### src/rtl/plic_pkg.sv
// Shared definitions for the PLIC interrupt gateway.
package plic_pkg;

  // Gateway request lifecycle: waiting for a request, request presented to
  // the target, request being serviced by the target.
  typedef enum logic [1:0] {
    IDLE    = 2'd0,
    PENDING = 2'd1,
    CLAIMED = 2'd2
  } gateway_state_t;

  // Trigger mode encodings for edge_lvl_i.
  localparam logic GW_LEVEL = 1'b0;
  localparam logic GW_EDGE  = 1'b1;

endpackage

### src/rtl/plic_gateway.sv
// Per-source interrupt gateway: turns a raw interrupt line into at most one
// outstanding request, holds further requests until the target completes,
// and in edge mode queues edges that arrive while a request is in service.
module plic_gateway
  import plic_pkg::*;
#(
  parameter int MAX_PENDING_COUNT = 8,
  parameter int PENDING_CNT_BITS  = 4
) (
  input  logic clk_i,
  input  logic rst_ni,
  input  logic src_i,
  input  logic edge_lvl_i,
  input  logic claim_i,
  input  logic complete_i,
  output logic ip_o
);

  // Saturation limit held one bit wider than the counter so the unclamped
  // sum can be compared without overflowing.
  localparam logic [PENDING_CNT_BITS:0] CNT_MAX =
    (PENDING_CNT_BITS+1)'(MAX_PENDING_COUNT);

  gateway_state_t              r_state;
  logic [PENDING_CNT_BITS-1:0] r_cnt;
  logic                        r_src_d;
  logic                        r_ip;

  logic                        w_edge_mode;
  logic                        w_edge;
  logic                        w_req;
  logic                        w_take;
  logic [PENDING_CNT_BITS:0]   w_cnt_sum;
  logic [PENDING_CNT_BITS-1:0] w_cnt_nxt;

  // Request detection and edge-counter next value. A fresh edge that is
  // consumed immediately cancels its own increment, so the count only holds
  // edges that could not be delivered yet. The sum cannot go negative: a take
  // in edge mode implies either an edge or a non-zero count.
  always_comb begin
    w_edge_mode = (edge_lvl_i == GW_EDGE);
    w_edge      = src_i & ~r_src_d;
    w_req       = w_edge_mode ? (w_edge | (r_cnt != '0)) : src_i;
    w_take      = (r_state == IDLE) & w_req;
    w_cnt_sum   = {1'b0, r_cnt}
                + {{PENDING_CNT_BITS{1'b0}}, w_edge_mode & w_edge}
                - {{PENDING_CNT_BITS{1'b0}}, w_edge_mode & w_take};
    w_cnt_nxt   = '0;
    if (w_edge_mode) begin
      if (w_cnt_sum > CNT_MAX) w_cnt_nxt = CNT_MAX[PENDING_CNT_BITS-1:0];
      else                     w_cnt_nxt = w_cnt_sum[PENDING_CNT_BITS-1:0];
    end
  end

  // Gateway FSM with registered ip_o, edge counter and source delay flop.
  // Handshakes not valid for the current state are simply ignored.
  always_ff @(posedge clk_i or negedge rst_ni) begin
    if (!rst_ni) begin
      r_state <= IDLE;
      r_ip    <= 1'b0;
      r_cnt   <= '0;
      r_src_d <= 1'b0;
    end else begin
      r_src_d <= src_i;
      r_cnt   <= w_cnt_nxt;
      case (r_state)
        IDLE: begin
          if (w_take) begin
            r_state <= PENDING;
            r_ip    <= 1'b1;
          end
        end
        PENDING: begin
          if (claim_i) begin
            r_state <= CLAIMED;
            r_ip    <= 1'b0;
          end
        end
        CLAIMED: begin
          if (complete_i) begin
            r_state <= IDLE;
          end
        end
        default: begin
          r_state <= IDLE;
          r_ip    <= 1'b0;
        end
      endcase
    end
  end

  assign ip_o = r_ip;

endmodule

### config.mk
export PLATFORM = sky130hd
export DESIGN_NAME = plic_gateway
export DESIGN_NICKNAME = d
export VERILOG_FILES = /design/src/rtl/plic_pkg.sv /design/src/rtl/plic_gateway.sv
export SDC_FILE = /design/constraint.sdc
export NUM_CORES = 1
export LEC_CHECK = 0
export BUFFER_PORTS_ARGS = -buffer_cell sky130_fd_sc_hd__buf_2
export CORE_AREA = 2 2 39 41
export CTS_CLUSTER_DIAMETER = 80
export CTS_CLUSTER_SIZE = 16
export DETAILED_ROUTE_END_ITERATION = 10
export DIE_AREA = 0 0 41 43
export GPL_ROUTABILITY_DRIVEN = 0
export PLACE_DENSITY_LB_ADDON = 0.08
export REMOVE_ABC_BUFFERS = 1
export SLEW_MARGIN = 25
export SYNTH_ARGS = -nofsm -noshare
export SYNTH_HDL_FRONTEND = slang
export SYNTH_SLANG_ARGS = --single-unit
### constraint.sdc
create_clock -name clk_i -period 2.7 [get_ports clk_i]
set_input_delay 0.135 -clock clk_i [delete_from_list [all_inputs] [get_ports clk_i]]
set_output_delay 0.135 -clock clk_i [all_outputs]
set_load 0.01 [all_outputs]
==> results of run 1 <==
==> per-layer routing <==
metal	vias to the layer above	track usage, %
met5	-	0
li1	214	-
met4	0	2.00
met1	193	19.3
met2	8	16.3
met3	0	7.85
==> synth_stat cells <==
library cell  instances  area [um2]
dfrtp_1               8         200
nand2_1               8        30.0
ha_1                  6        75.1
inv_1                 6        22.5
nor2_1                4        15.0
a21oi_1               3        15.0
nor3_1                3        15.0
nor2b_1               2        12.5
o21a_1                2        15.0
xor2_1                2        17.5
a211oi_2              1        12.5
a21o_1                1        7.51
a221o_1               1        10.0
a22o_1                1        8.76
and3b_2               1        10.0
buf_4                 1        7.51
fa_1                  1        20.0
o211a_1               1        10.0
o21ai_0               1        5.00
o21bai_1              1        7.51
o32ai_2               1        16.3
xnor2_1               1        8.76
==> timing repair <==
item	CTS	global route
hold buffers	1	1
setup endpoints to repair	0	4
resized for setup	0	3
hold endpoints to repair	8	1
==> placed cells by master, fill, tap and decap left out, drive strengths merged <==
| cell | count |
|---|---|
| nand2 | 8 |
| dfrtp | 8 |
| inv | 6 |
| ha | 6 |
| buf | 6 |
| nor2 | 4 |
| a21oi | 3 |
| nor3 | 3 |
| clkbuf | 3 |
| nor2b | 2 |
| o21a | 2 |
| dlygate4sd3 | 2 |
| xor2 | 2 |
| o211a | 1 |
| a21o | 1 |
| and3b | 1 |
| o32ai | 1 |
| a211oi | 1 |
| o21bai | 1 |
| xnor2 | 1 |
| o21ai | 1 |
| a22o | 1 |
| a221o | 1 |
| fa | 1 |
==> worst max-delay path: cells and delay by family <==
kind	cells	cell delay (ns)
AO/OA/AOI/OAI	4	0.72
XOR/XNOR	1	0.17
adder cells (fa/ha/maj)	3	0.85
buffers and inverters	3	0.70
AND/OR/NAND/NOR	1	0.13
==> cell families after synthesis <==
group / after synthesis / synth area share [%]
XOR/XNOR: 3 / 4.85
buffers and inverters: 7 / 5.54
flip-flops: 8 / 37.0
AND/OR/NAND/NOR: 18 / 15.2
AO/OA/AOI/OAI: 13 / 19.9
adder cells (fa/ha/maj): 7 / 17.6
==> layout make-up <==
class	instances	area [um2]
fillers	140	739
repair buffers	8	50.0
multi-input cells	41	329
clock buffers	3	22.5
inverters	6	22.5
well taps	16	20.0
flip-flops and latches	8	200
==> power by group <==
| part | switching, mW | total [mW] | internal (mW) |
|---|---|---|---|
| logic | 0.292 | 0.562 | 0.271 |
| registers | 0.0402 | 0.207 | 0.166 |
| clock network | 0.0366 | 0.0872 | 0.0506 |
| total | 0.369 | 0.856 | 0.488 |
==> worst paths after layout <==
path | from | end | slack [ns] | cells after the start
max | src_i | r_cnt[3]$_DFF_PN0_ | 0.13 | 12
min | complete_i | r_state[1]$_DFFE_PN0P_ | 0.17 | 4
max reg2reg | r_cnt[3]$_DFF_PN0_ | r_cnt[3]$_DFF_PN0_ | 0.13 | 12
min reg2reg | ip_o$_DFFE_PN0P_ | ip_o$_DFFE_PN0P_ | 0.53 | 1
max in group asynchronous | rst_ni | r_cnt[2]$_DFF_PN0_ | 2.28 | 2
min in group asynchronous | rst_ni | r_src_d$_DFF_PN0_ | 0.25 | 2
==> sequential cells by signal, summed over array words and instances (netlist names) <==
name and cells:
r_cnt 4, ip_o 1, r_src_d 1, r_state 2
==> results.yml, run 1 <==
clock_tree:
  h-tree-depth: 1
  cts_setup_buffers: 0
  cts_tree: "built"
  cts-buffers-inserted: 3
  insertion_delay_ns: 0.25
  root_buffer: "clkbuf_4"
  cts_buffer_depth: 2
  cts_num_sinks: 8
  clk_pin_slew_worst_paths_ns: 0.05
critical_path:
  cp_slowest_cell: "dlygate4sd3_1"
  cp-start-kind: "input port"
  worst_setup_path_end_kind: "register"
  crit_fanout: 4
  crit_path_frequent_cell: "ha_1"
  required_ns: 2.83
  critPathMaxStageDelay_ns: 0.53
  worstSetupPathType: "input port to register"
  crit_arrival_ns: 2.71
  path_cells: "dlygate4sd3_1 -> buf_2 -> nor2b_1 -> o211a_1 -> ha_1 -> inv_1 -> ha_1 -> fa_2 -> a21oi_1 -> o21bai_1 -> xnor2_2 -> o21a_1"
sta:
  rsz0062_at_grt: "no"
  setup_viol: 0
  finalCriticalPeriod_ns: 2.57
  finalClockSkew_ns: 0.00406
  worst_pin_slew_ns: 0.249
  hold_viol_final: 0
  finalHoldWorstSlack_ns: 0.170
  fin_setup_tns_ns: 0
  setup_slack_ns: 0.126
  maxSlewHeadroom_pct: 83.4
  max_freq_mhz: 388
  period_share_pct: 95.4
  slew_violations: 0
floorplan:
  initial_core_util_pct: 39.2
  core-area_um2: 1380
  die_w_um: 41
  die_y_um: 43
  rows: 14
  ios: 7
  dieArea_um2: 1760
cells_and_area:
  final_cell_count_no_fill: 82
  fin_nets: 81
  finalInstanceArea_um2: 644
  areaGrowthSynthToFinish_pct: 18.9
  fin_util_pct: 46.6
  num_antenna_cells: 0
  drive_gt1_share_pct: 22.7
route:
  highest_layer: "met3"
  viasPerCell: 5.06
  ant_nets: 0
  drc_errors: 0
  wl_met2_um: 403
  routedWlPerCell_um: 11.2
  drt_iter0_markers: 6
  dr.pass1.iters: 2
  wl_met3_um: 50
  num_vias: 415
  wirelength_met1_um: 461
  wl_um: 915
flow_run:
  drv_cap: 0
yosys:
  syn_avg_cell_area_um2: 9.67
  syn_inst: 56
  syn_area_um2: 542
  yosysSeqAreaShare_pct: 37.0
  yosysWarnings: 0
  ys_seq_elements: 8
  ys_types: 22
grt:
  grt_pass1_wl_um: 1520
  grt_max_degree: 9
  overflow: 0
  antenna_found_initial: 0
  gr-usage-all-layers_pct: 13.0
  grt_pass1_vias: 372
placed_design:
  portBuffers: 6
  placed_area_um2: 584
  post-place-ws_ns: 0.120
  dpl.hpwl_um: 716
  dp_cells: 77
power:
  powerDensity_nw_per_um2: 1330
  ir_worst_vdd_mv: 0.578
  leakage_nw: 0.309
  p_total_uw: 856
min_path:
  hold_class: "input port to register"
status:
  outcome: "finished clean"
Power figures use the tool's default switching activity.
==> inputs of run 2 (changes only) <==
- RECOVER_POWER: not set -> 25
==> run 2 against run 1 <==
Final area decreased by 0.19%. Final cell count unchanged. Critical endpoint unchanged. Worst hold slack unchanged. Sequential power about the same. Clock power about the same. Largest power group unchanged. Highest routed layer unchanged. Die area unchanged. Global-route usage unchanged. Maximum frequency unchanged. Wire length decreased by 0.11%. Sequential cell count unchanged.
==> results.yml, run 2 (synthesized netlist as in run 1, its figures left out) <==
floorplan:
  ios: 7
  dieArea_um2: 1760
  initial_core_util_pct: 39.2
  core-area_um2: 1380
  rows: 14
  die_w_um: 41
  die_y_um: 43
cells_and_area:
  top_register: "r_cnt"
  final_cell_count_no_fill: 82
  fin_nets: 81
  areaGrowthSynthToFinish_pct: 18.7
  reg.largest.list: "r_cnt (4), r_state (2)"
  largest_reg_flops: 4
  drive_gt1_share_pct: 21.2
  most-common-layout-cells: "nand2_1, dfrtp_1, inv_1, ha_1, buf_2"
  num_antenna_cells: 0
placed_design:
  portBuffers: 6
  dp_cells: 77
  dpl.hpwl_um: 716
clock_tree:
  root_buffer: "clkbuf_4"
  cts_num_sinks: 8
  clk_pin_slew_worst_paths_ns: 0.05
  cts-buffers-inserted: 3
  cts_setup_buffers: 0
  h-tree-depth: 1
  insertion_delay_ns: 0.25
  cts_buffer_depth: 2
  cts_tree: "built"
critical_path:
  required_ns: 2.83
  crit_arrival_ns: 2.71
  crit_fanout: 4
  worstSetupPathType: "input port to register"
  cp-start-kind: "input port"
  worst_setup_path_end_kind: "register"
power:
  leakage_nw: 0.306
  powerDensity_nw_per_um2: 1330
  ir_worst_vdd_mv: 0.578
sta:
  fin_setup_tns_ns: 0
  slew_violations: 0
  max_freq_mhz: 388
  finalClockSkew_ns: 0.00406
  worst_pin_slew_ns: 0.443
  hold_viol_final: 0
  maxSlewHeadroom_pct: 70.5
  finalCriticalPeriod_ns: 2.57
  rsz0062_at_grt: "no"
  period_share_pct: 95.4
  setup_viol: 0
  finalHoldWorstSlack_ns: 0.170
route:
  routedWlPerCell_um: 11.1
  drt_iter0_markers: 6
  ant_nets: 0
  dr.pass1.iters: 2
  wl_um: 914
  drc_errors: 0
  num_vias: 415
  viasPerCell: 5.06
grt:
  grt_max_degree: 9
  antenna_found_initial: 0
  grt_pass1_wl_um: 1520
  overflow: 0
  grt_pass1_vias: 372
  gr-usage-all-layers_pct: 13.0
min_path:
  hold_class: "input port to register"
flow_run:
  drv_cap: 0
status:
  outcome: "finished clean"
run 2: cell count changes in the layout (fill, tap and decap cells not counted), sizes merged:
cell	previous run	this run
buf	6	5
clkbuf	3	4
run 2: stage by stage:
step / total power [mW] / util, % / worst slack, ns / area, um2
after floorplan: 0.626 / - / 0.305 / 534
after CTS: 0.815 / 44.6 / 0.0962 / 617
final: 0.856 / 46.5 / 0.126 / 643
after detailed placement: 0.719 / 42.2 / 0.120 / 584
after global placement: 0.727 / 42.2 / 0.0773 / 584
after global routing: 0.939 / 46.5 / 0.0137 / 643
run 2: repair_timing:
action / 4_1_cts / 5_1_grt
hold buffers: 1 / 1
resized for setup: 0 / 3
endpoints found under the setup margin: 0 / 4
hold endpoints to repair: 8 / 1
run 2: final cells by class:
cell class	instances	area (um2)
clock buffer	3	22.5
fill	141	741
inverter	6	22.5
multi-input combinational	41	329
sequential	8	200
tap	16	20.0
timing repair buffer	8	48.8
run 2: final timing paths:
kind	start	endpoint	slack, ns	cells past startpoint
worst min register to register	ip_o$_DFFE_PN0P_	ip_o$_DFFE_PN0P_	0.53	1
worst max register to register	r_cnt[3]$_DFF_PN0_	r_cnt[3]$_DFF_PN0_	0.13	12
max in group asynchronous	rst_ni	r_cnt[2]$_DFF_PN0_	2.06	2
worst max-delay path	src_i	r_cnt[3]$_DFF_PN0_	0.13	12
min in group asynchronous	rst_ni	r_src_d$_DFF_PN0_	0.33	2
worst min-delay path	complete_i	r_state[1]$_DFFE_PN0P_	0.17	4
run 2: worst max-delay path: stages:
cell and delay (ns):
dlygate4sd3_1 0.53, buf_2 0.13, nor2b_1 0.13, o211a_1 0.22, ha_1 0.27, inv_1 0.04, ha_1 0.20, fa_2 0.38
a21oi_1 0.19, o21bai_1 0.12, xnor2_2 0.17, o21a_1 0.19
run 2: metal layers:
layer	share of wire, %	GRT usage [%]	routed length (um)	vias to the layer above
li1	-	-	-	214
met3	5.5	7.85	50	0
met5	0	0	0	-
met1	50	19.3	460	193
met2	44	16.3	404	8
met4	0	2.00	0	0
run 2: power breakdown:
| group | internal, mW | switching (mW) |
|---|---|---|
| combinational | 0.270 | 0.292 |
| sequential | 0.166 | 0.0402 |
| clock | 0.0506 | 0.0366 |
==> inputs of run 3 (changes only) <==
- CTS_CLUSTER_SIZE: 16 -> not set
- PLACE_DENSITY_LB_ADDON: 0.08 -> 0.25
==> run 3 against run 2 <==
Worst hold slack got worse by 0.15 ns. Utilization fell by 0.18 points. Final area shrank 0.39%. Final cell count decreased by 1.2%. Worst setup slack worse by 0.038 ns. Largest power group unchanged. Highest routed layer is now met4. Combinational power grew 3.9%. Non-clock buffer count fell by 1. Sequential power barely moved. Sequential share of layout area is 0.12 points higher. Clock power is essentially flat.
==> results.yml, run 3 (synthesized netlist as in run 1, its figures left out) <==
sta:
  rsz0062_at_grt: "yes"
  slew_violations: 0
  finalCriticalPeriod_ns: 2.61
  maxSlewHeadroom_pct: 72.7
  setup_slack_ns: 0.0880
  fin_setup_tns_ns: 0
  finalClockSkew_ns: 0.00444
  max_freq_mhz: 383
  hold_viol_final: 0
  period_share_pct: 96.7
  setup_viol: 0
  worst_pin_slew_ns: 0.410
cells_and_area:
  fin_nets: 80
  drive_gt1_share_pct: 24.6
  areaGrowthSynthToFinish_pct: 18.2
  most-common-layout-cells: "nand2_1, dfrtp_1, ha_1"
  num_antenna_cells: 0
  largest_reg_flops: 4
  final_cell_count_no_fill: 81
  top_register: "r_cnt"
  reg.largest.list: "r_cnt (4), r_state (2)"
  finalInstanceArea_um2: 641
power:
  leakage_nw: 0.301
  powerDensity_nw_per_um2: 1380
  p_total_uw: 882
  ir_worst_vdd_mv: 0.612
placed_design:
  dp_cells: 77
  placed_area_um2: 584
  portBuffers: 6
  post-place-ws_ns: 0.0733
  dpl.hpwl_um: 729
floorplan:
  core-area_um2: 1380
  ios: 7
  initial_core_util_pct: 39.2
  rows: 14
  die_w_um: 41
  die_y_um: 43
  dieArea_um2: 1760
clock_tree:
  clk_pin_slew_worst_paths_ns: 0.05
  cts_buffer_depth: 2
  root_buffer: "clkbuf_4"
  cts-buffers-inserted: 3
  cts_tree: "built"
  insertion_delay_ns: 0.25
  h-tree-depth: 1
  cts_setup_buffers: 0
  cts_num_sinks: 8
critical_path:
  worstSetupPathType: "register to register"
  critPathMaxStageDelay_ns: 0.41
  path_cells: "inv_2 -> ha_1 -> nand2_1 -> o211a_1 -> ha_1 -> inv_1 -> ha_1 -> fa_2 -> xor2_2 -> o32ai_2 -> a211oi_2 -> nor3_1"
  required_ns: 2.84
  crit_path_frequent_cell: "ha_1"
  cp_slowest_cell: "dfrtp_1"
  cp-start-kind: "register"
  crit_arrival_ns: 2.76
  worst_setup_path_end_kind: "register"
  crit_fanout: 3
route:
  dr.pass1.iters: 4
  drt_iter0_markers: 7
  drc_errors: 0
  ant_nets: 0
  routedWlPerCell_um: 11.5
  wl_um: 928
  num_vias: 418
  viasPerCell: 5.16
grt:
  grt_max_degree: 9
  grt_pass1_vias: 411
  antenna_found_initial: 0
  gr-usage-all-layers_pct: 14.0
  overflow: 0
  grt_pass1_wl_um: 1610
flow_run:
  drv_cap: 0
min_path:
  hold_class: "input port to register"
status:
  outcome: "finished clean"
==> run 3: cell types whose count changed in the layout (fill, tap and decap cells not counted), sizes merged <==
cell	change
buf	-1
clkbuf	+1
dlygate4sd3	-1
==> run 3: path summary, 6_finish.rpt <==
| kind | from | end | slack (ns) | cells after the start |
|---|---|---|---|---|
| setup / recovery | r_cnt[3]$_DFF_PN0_ | r_cnt[1]$_DFF_PN0_ | 0.09 | 12 |
| hold / removal | src_i | r_src_d$_DFF_PN0_ | 0.02 | 1 |
| setup reg to reg | r_cnt[3]$_DFF_PN0_ | r_cnt[1]$_DFF_PN0_ | 0.09 | 12 |
| hold reg to reg | ip_o$_DFFE_PN0P_ | ip_o$_DFFE_PN0P_ | 0.53 | 1 |
| max in group asynchronous | rst_ni | r_cnt[1]$_DFF_PN0_ | 2.08 | 2 |
| min in group asynchronous | rst_ni | r_src_d$_DFF_PN0_ | 0.33 | 2 |
==> run 3: cell type report <==
| class | count | area, um2 |
|---|---|---|
| flip-flops and latches | 8 | 200 |
| well taps | 16 | 20.0 |
| fillers | 143 | 743 |
| clock buffers | 3 | 22.5 |
| repair buffers | 7 | 37.5 |
| inverters | 6 | 22.5 |
| multi-input cells | 41 | 338 |
==> run 3: repair_timing <==
action / in CTS / in global routing
gates resized for setup: 0 / 6
hold buffers: 1 / 0
hold endpoints to repair: 8 / 0
setup endpoints to repair: 0 / 4
==> run 3: power by group <==
| part | switching [mW] | internal, mW | total, mW |
|---|---|---|---|
| combinational | 0.308 | 0.276 | 0.584 |
| sequential | 0.0433 | 0.166 | 0.210 |
| clock | 0.0368 | 0.0506 | 0.0874 |
| total | 0.388 | 0.493 | 0.882 |
==> run 3: per-layer routing <==
layer / vias up / wire length, um / GRT usage, %
li1: 210 / - / -
met1: 199 / 452 / 18.3
met2: 7 / 440 / 19.4
met3: 2 / 20 / 3.14
met4: 0 / 15 / 10.0
met5: - / 0 / 0
==> run 3: critical path: cells and delay by family (launching register included) <==
kind / cells / cell delay, ns
AO/OA/AOI/OAI: 3 / 0.53
AND/OR/NAND/NOR: 2 / 0.32
XOR/XNOR: 1 / 0.17
flip-flops: 1 / 0.41
adder cells (fa/ha/maj): 4 / 0.97
buffers and inverters: 2 / 0.11
==> run 3: through the flow <==
step / utilization [%] / hold slack, ns
floorplan: - / -0.161
global placement: 42.2 / -0.0191
detailed placement: 42.2 / -0.0182
CTS: 44.6 / 0.00299
global route: 46.3 / 0.0215
finish: 46.3 / 0.0243
